### src/rtl/fifo_pkg.sv
// -----------------------------------------------------------------------------
// fifo_pkg
// Shared definitions for the async-FIFO read-side stream stage.
//   DEF_DATA_WIDTH : default width of FIFO / stream data
//   DEF_CNT_WIDTH  : default width of the delivered-word counter
//   CNT_EMPTY/ONE/TWO : occupancy encoding of the 2-entry output buffer
// -----------------------------------------------------------------------------
package fifo_pkg;

    localparam int DEF_DATA_WIDTH = 8;
    localparam int DEF_CNT_WIDTH  = 16;

    localparam logic [1:0] CNT_EMPTY = 2'd0;
    localparam logic [1:0] CNT_ONE   = 2'd1;
    localparam logic [1:0] CNT_TWO   = 2'd2;

    // True while the output buffer can accept another FIFO word.
    function automatic logic buf_has_room(input logic [1:0] cnt);
        return (cnt != CNT_TWO);
    endfunction

endpackage

### src/rtl/fifo_rd_stream.sv
// -----------------------------------------------------------------------------
// fifo_rd_stream
// Read-side consumer placed after an asynchronous FIFO. Turns the FIFO pop
// interface (rinc/rdata/rempty) into a registered valid/ready stream through a
// 2-entry buffer (head drives m_data, tail catches the word popped while the
// head is stalled). Because the buffer always has a spare slot when it pops,
// rinc depends only on registered occupancy and never on m_ready, yet one word
// per cycle is sustained.
//
// Ports
//   rclk      in   read-domain clock (rising edge)
//   rrst      in   asynchronous active-high reset
//   rempty    in   FIFO empty flag (synchronous to rclk)
//   rdata     in   FIFO head word, valid while rempty=0
//   rinc      out  FIFO pop request, effective at the next rclk edge
//   flush     in   synchronous discard of all buffered words
//   m_valid   out  stream word available (registered)
//   m_ready   in   downstream accepts the word
//   m_data    out  stream word (registered head of buffer)
//   word_cnt  out  number of delivered words, wraps modulo 2^CNT_WIDTH
// -----------------------------------------------------------------------------
module fifo_rd_stream
    import fifo_pkg::*;
#(
    parameter int DATA_WIDTH = DEF_DATA_WIDTH,
    parameter int CNT_WIDTH  = DEF_CNT_WIDTH
) (
    input  logic                  rclk,
    input  logic                  rrst,
    input  logic                  rempty,
    input  logic [DATA_WIDTH-1:0] rdata,
    output logic                  rinc,
    input  logic                  flush,
    output logic                  m_valid,
    input  logic                  m_ready,
    output logic [DATA_WIDTH-1:0] m_data,
    output logic [CNT_WIDTH-1:0]  word_cnt
);

    logic [1:0]            count_r;
    logic [DATA_WIDTH-1:0] head_r;
    logic [DATA_WIDTH-1:0] tail_r;
    logic                  valid_r;
    logic [CNT_WIDTH-1:0]  word_cnt_r;

    logic [1:0]            count_nxt_s;
    logic [DATA_WIDTH-1:0] head_nxt_s;
    logic [DATA_WIDTH-1:0] tail_nxt_s;
    logic                  push_s;
    logic                  pop_s;

    // Pop request: registered occupancy plus inputs only. rrst is folded in so
    // the request drops the instant reset asserts, not one edge later.
    always_comb begin
        rinc = 1'b0;
        if (rrst) begin
            rinc = 1'b0;
        end else begin
            rinc = !rempty && buf_has_room(count_r) && !flush;
        end
    end

    assign push_s = rinc;
    assign pop_s  = valid_r && m_ready;

    // Buffer next-state: occupancy transitions and head/tail loading.
    always_comb begin
        count_nxt_s = count_r;
        head_nxt_s  = head_r;
        tail_nxt_s  = tail_r;
        if (flush) begin
            // rinc is already forced low, so only the drop of contents matters.
            count_nxt_s = CNT_EMPTY;
        end else begin
            case (count_r)
                CNT_EMPTY: begin
                    if (push_s) begin
                        head_nxt_s  = rdata;
                        count_nxt_s = CNT_ONE;
                    end else begin
                        count_nxt_s = CNT_EMPTY;
                    end
                end
                CNT_ONE: begin
                    if (push_s && pop_s) begin
                        head_nxt_s  = rdata;
                        count_nxt_s = CNT_ONE;
                    end else if (push_s) begin
                        // Head is stalled: it must not change until accepted.
                        tail_nxt_s  = rdata;
                        count_nxt_s = CNT_TWO;
                    end else if (pop_s) begin
                        count_nxt_s = CNT_EMPTY;
                    end else begin
                        count_nxt_s = CNT_ONE;
                    end
                end
                CNT_TWO: begin
                    if (pop_s) begin
                        head_nxt_s  = tail_r;
                        count_nxt_s = CNT_ONE;
                    end else begin
                        count_nxt_s = CNT_TWO;
                    end
                end
                default: begin
                    count_nxt_s = CNT_EMPTY;
                end
            endcase
        end
    end

    // Buffer state registers; m_valid is registered alongside the occupancy.
    always_ff @(posedge rclk or posedge rrst) begin
        if (rrst) begin
            count_r <= CNT_EMPTY;
            head_r  <= {DATA_WIDTH{1'b0}};
            tail_r  <= {DATA_WIDTH{1'b0}};
            valid_r <= 1'b0;
        end else begin
            count_r <= count_nxt_s;
            head_r  <= head_nxt_s;
            tail_r  <= tail_nxt_s;
            valid_r <= (count_nxt_s != CNT_EMPTY);
        end
    end

    // Delivered-word counter; a handshake in the flush cycle still counts.
    always_ff @(posedge rclk or posedge rrst) begin
        if (rrst) begin
            word_cnt_r <= {CNT_WIDTH{1'b0}};
        end else if (pop_s) begin
            word_cnt_r <= word_cnt_r + {{(CNT_WIDTH-1){1'b0}}, 1'b1};
        end else begin
            word_cnt_r <= word_cnt_r;
        end
    end

    assign m_valid  = valid_r;
    assign m_data   = head_r;
    assign word_cnt = word_cnt_r;

endmodule

### config.mk
export PLATFORM = sky130hd
export DESIGN_NAME = fifo_rd_stream
export DESIGN_NICKNAME = d
export VERILOG_FILES = /design/src/rtl/fifo_pkg.sv /design/src/rtl/fifo_rd_stream.sv
export SDC_FILE = /design/constraint.sdc
export NUM_CORES = 1
export LEC_CHECK = 0
export CAP_MARGIN = 20
export CORE_MARGIN = 8
export CORE_UTILIZATION = 45
export CTS_CLUSTER_DIAMETER = 50
export DETAILED_ROUTE_END_ITERATION = 10
export GPL_TIMING_DRIVEN = 0
export MAX_ROUTING_LAYER = met4
export PLACE_DENSITY = 0.79
export SYNTH_ARGS = -nofsm -noshare
export SYNTH_HDL_FRONTEND = slang
export SYNTH_SLANG_ARGS = --single-unit
### constraint.sdc
create_clock -name rclk -period 6 [get_ports rclk]
set_input_delay 0.6 -clock rclk [delete_from_list [all_inputs] [get_ports rclk]]
set_output_delay 0.6 -clock rclk [all_outputs]
set_load 0.02 [all_outputs]
== Word level (Yosys, flattened, before mapping) ==
Index checks and enable logic that the tools add are counted.
Word-level totals
  bits in registers: 35
  logic and storage cells: 37
Operators by class
  $add $sub $neg: 1
  equal/unequal tests: 6
  mux-type cells: 12
  bitwise logic cells: 2
  reductions and logical operators: 11
Operators with widths (number)
  $mux W8: 3
  $pmux W8 S3: 1
  $add A16 B1 Y16 const B: 1
  $mux W2: 4
  $ne A2 B2 Y1 const B: 4
  $pmux W2 S3: 1
  $reduce_and A5 Y1: 1
  $logic_and A1 B1 Y1: 4
  $reduce_and A4 Y1: 1
  $mux W1: 3
  $reduce_bool A3 Y1: 1
  $eq A2 B1 Y1 const B: 1
  $eq A2 B2 Y1 const B: 1
  $logic_not A1 Y1: 2
  $logic_not A2 Y1: 1
  $not A1 Y1: 2
  $reduce_bool A2 Y1: 1

== Depth between registers and ports, before layout ==
  depth in word-level cells: 9
  depth in mapped cells: 9

== Worst setup path before layout ==
No wires, ideal clock.
  path type: input to register
  start point: input flush
  end point: register head_r[4], in the netlist m_data[4]
  data arrival time: 2.371 ns
  required time: 5.918 ns
  setup slack: 3.547 ns
  cell stages on the path: 8
  buffers on the path: 1
  cell sequence: or3_1 nor2_1 ha_1 nand3b_1 a31oi_2 buf_2 nor2_1 a31oi_1
On the way
  word-level cells in the longest chain between the ends: 6
  elaborated cells on any way between the ends: 8
  classes of those cells: eq/ne: 2; mux: 1; bitwise: 1; reduce/logical: 4
Ends and longest elaborated chain
  start, declared: line fifo_rd_stream.sv:33  | input logic flush,
  $logic_not A1 Y1 *: line fifo_rd_stream.sv:59  | rinc = !rempty && buf_has_room(count_r) && !flush;
  $logic_and A1 B1 Y1 *: line fifo_rd_stream.sv:59
  $mux W1 *: line fifo_rd_stream.sv:56  | if (rrst) begin
  named net rinc: line fifo_rd_stream.sv:32  | output logic rinc,
  $logic_and A1 B1 Y1: line fifo_rd_stream.sv:85  | if (push_s && pop_s) begin
  $ne A2 B2 Y1 (no source line)
  $reduce_and A5 Y1 (no source line) *
  end signal, assigned: line fifo_rd_stream.sv:117  | head_r <= {DATA_WIDTH{1'b0}};
  end signal, assigned: line fifo_rd_stream.sv:122  | head_r <= head_nxt_s;
  end, declared: line fifo_rd_stream.sv:41  | logic [DATA_WIDTH-1:0] head_r;
Mark *: on every way through the listed nets, which the timed path passes. The rest lies on a longest branch.
A chain may end at the register's enable or synchronous reset.

== Worst setup path after layout ==
  start point: input flush
  end point: output rinc
On the way
  word-level cells in the longest chain between the ends: 3
Ends and longest elaborated chain (line)
  $logic_not A1 Y1: fifo_rd_stream.sv:59
  $logic_and A1 B1 Y1: fifo_rd_stream.sv:59
  $mux W1: fifo_rd_stream.sv:56
  end, declared: fifo_rd_stream.sv:32
No other way between the ends.

==> results list <==
- CTS placed an instance of sky130_fd_sc_hd__clkbuf_4 at the clock tree root.
* Yosys top cell by area: sky130_fd_sc_hd__dfrtp_1
* Number of instances in the placed design: roughly 230
- WL final: 3.54 mm
* Share of the clock period used by the worst path: between 40% and 50%
- Syn_area_per_cell: ~11 um^2
- Yosys printed 0 warnings.
- Max Root-Sink Buffers: 2
- For this run, the total global-route usage over all layers was measured as 14.0%.
- Data on the critical path arrives at its endpoint at 2.39 ns.
* Core ar.: 0.00334 mm^2
- Timing analysis after detailed placement gives a worst setup slack of 2.94 ns.
- Leaving out filler cells and counting taps, the final layout contains 234.
- Antenna cells: 0
- The synthesized netlist occupies a cell area of approximately 0.0016 mm^2.
- Clock tree synthesis inserted a total of 5 buffers.
- Vias: about 1200
- For this design the top-level I/O count stands at 39.
- STA classifies the critical path startpoint as an input port.
- Post-detail-place hpwl: 2.65 mm
* Number of buffers added to fix hold violations after cts: 0
- Across the run, the number of max-cap violations was 0.
- Clock tree from TritonCTS: yes
* Seq cells post-synth: 35
- Gr ovfl total: 0
- Fill cell count: roughly 280
- The top cell types in the final layout, fill and taps aside, are sky130_fd_sc_hd__clkdlybuf4s50_1, sky130_fd_sc_hd__dfrtp_1, sky130_fd_sc_hd__nand2_1, sky130_fd_sc_hd__nor2_1, sky130_fd_sc_hd__xnor2_1.
- Asr flop ratio synth: 100%
- The initial antenna violation count came to 0.
* Number of unique standard cell types used by synthesis: 29
* DRC violations left: 0
* Final setup vio count: 0
- Total negative slack for setup checks: 0 ns
- Die outline height: 75.1 um
* Actual slew at the worst max-slew pin: 0.536 ns
- The flow ran to the end, and the final reports show no timing, DRC or antenna violations.
- Input and output buffers added on the ports amount to 38.
- Crit path kind: in -> out
* Part of the Yosys area used for sequential elements: 55.7%
* Drt first pass iters: 4
* Clock transition time at the flip-flop clock pins of the worst setup and hold paths: 0.11 ns
- Dividing total power by cell area gives a power density of 295 mW/mm^2.
* DR vias/cell: 5.20
- The detailed router finished its first iteration with 94 violations.
- Derived from the worst setup path, the maximum achievable clock frequency is 335 MHz.
* Global-route wire length before repair: 5.78 mm
- The die covers roughly 0.0056 mm^2.
- The min-delay analysis places its worst path in the category reg -> reg.
- Max-slew headroom at the worst pin: between 60 and 70%
- Area added between synthesis and finish: 34.2%
- Critical path peak fanout: 5
- Largest cells by area after synthesis: sky130_fd_sc_hd__dfrtp_1, sky130_fd_sc_hd__mux2_4, sky130_fd_sc_hd__xnor2_1
- Post-CTS setup repair buffer count: 0
- In this run the static leakage power is 0.942 nW.
- Worst skew pair latency: 0.33 ns
- Number of gates resized after CTS: 0
* Total number of nets in the final design: a little over 200
* Fin crit period: 2.99 ns
* Required time of the critical path: 5.40 ns
* Count of nets left with antenna violations after detail routing: 0
- VDD sags by at most approximately 200 uV.
- Setup repair after global routing left no endpoint under its margin.
* Post-Synthesis Cells: 141
- Max Clock Skew: about 0.0082 ns
- CTS saw 35 sinks.
* Ratio of cells with drive above 1 in the final layout: 11.2%
* Average wire per standard cell: 15.1 um
- In this run the core area contains 21 standard-cell rows.
* Combined flip-flop and latch cell area: 876 um^2
- Of the post-synthesis cell area, the dominant cell type holds 55.7%.
- Final number of max-transition violations: 0
* Post-synth net total: about 160
- The worst setup path is captured at an output port.
- H-tree depth: 2
- Hold Fails Final Rpt: 0
- The multi-input combinational cells in the finished layout cover a total of 664 um^2.
* Vias in the first global route: 1187
- Die Wd: ~75 um
- Starting density of the core: 47.1%
- Primary flip-flop cell chosen by synthesis mapping: sky130_fd_sc_hd__dfrtp_1
- Fin worst setup slack: around 3.0 ns
- The congestion estimate from routability-driven global placement came to 0.793.
* Pin count of the biggest net entering global routing: 25
* Number of synthesized flops with an enable pin: 0
- Leaving out fill and tap cells, the most frequent cell in the layout is sky130_fd_sc_hd__clkdlybuf4s50_1.
==> layer usage <==
layer | track usage [%] | wire (um) | vias to the layer above
met5 | - | 0 | -
met4 | 5.87 | 27 | 0
met3 | 4.26 | 187 | 6
met2 | 20.8 | 1800 | 48
met1 | 17.0 | 1530 | 591
li1 | - | - | 572
==> cells in the mapped netlist (2+ instances only) <==
library cell / instances
sky130_fd_sc_hd__nor2_1: 16
sky130_fd_sc_hd__dfrtp_1: 35
sky130_fd_sc_hd__nand3_1: 3
sky130_fd_sc_hd__nand2_1: 22
sky130_fd_sc_hd__nand4_1: 7
sky130_fd_sc_hd__ha_1: 3
sky130_fd_sc_hd__xnor2_1: 12
sky130_fd_sc_hd__a21oi_1: 3
sky130_fd_sc_hd__inv_1: 3
sky130_fd_sc_hd__nor3_1: 2
sky130_fd_sc_hd__mux2_4: 8
sky130_fd_sc_hd__a31oi_1: 8
sky130_fd_sc_hd__xor2_1: 3
==> power by group <==
group,total (mW),switching (mW),leakage [nW],internal [mW]
clock,0.149,0.0804,0.0375,0.0685
sequential,0.307,0.0314,0.442,0.275
combinational,0.167,0.0758,0.462,0.0908
total,0.622,0.188,0.942,0.434
==> cells by family (layout without fill, tap and decap cells) <==
group                      Yosys count  count (layout)  share of synthesized area [%]
buffers and inverters                7              54                           1.99
AOI/OAI and AO/OA                   13              13                           5.41
adders and majority gates            3               3                           2.39
and+or+nand+nor                     59              59                           17.8
DFF                                 35              35                           55.7
muxes                                9               9                           8.36
xor gates and xnor gates            15              15                           8.36
==> through the flow <==
stage	utilization (%)	instance area [um^2]	power, mW	hold slack, ns
2_1_floorplan	-	1570	0.398	0.481
3_3_place_gp	60.2	2010	0.470	0.458
3_5_place_dp	61.0	2040	0.479	0.466
4_1_cts	63.2	2110	0.631	0.481
5_1_grt	63.2	2110	0.658	0.500
6_report	63.2	2110	0.622	0.473
==> critical path, cell delays in order <==
cell	delay, ns
sky130_fd_sc_hd__clkdlybuf4s50_1	0.50
sky130_fd_sc_hd__or3_1	0.42
sky130_fd_sc_hd__nor2_1	0.21
sky130_fd_sc_hd__clkdlybuf4s50_1	0.66
==> final cells by class <==
cell class | instances | area share [%]
Multi-Input combinational cell | 99 | 31.5
Buffer | 4 | 0.949
Clock inverter | 1 | 0.356
Timing Repair Buffer | 39 | 19.3
Sequential cell | 35 | 41.5
Tap cell | 46 | 2.73
Inverter | 3 | 0.534
Clock buffer | 7 | 3.08
==> final timing paths <==
check	from	endpoint	slack, ns	cells after the start
max	flush	rinc	3.01	4
min	word_cnt[15]	word_cnt[15]	0.47	1
max reg2reg	count_r[1]	tail_r[4]	3.48	7
min reg2reg	word_cnt[15]	word_cnt[15]	0.47	1
max in group asynchronous	rrst	m_data[5]	4.84	3
min in group asynchronous	rrst	m_valid	0.65	2
==> state kept, by name, indices dropped and copies added (netlist names) <==
| name | count |
|---|---|
| word_cnt | 16 |
| count_r | 2 |
| m_valid | 1 |
| m_data | 8 |
| tail_r | 8 |
(Power assumes the default switching activity.)
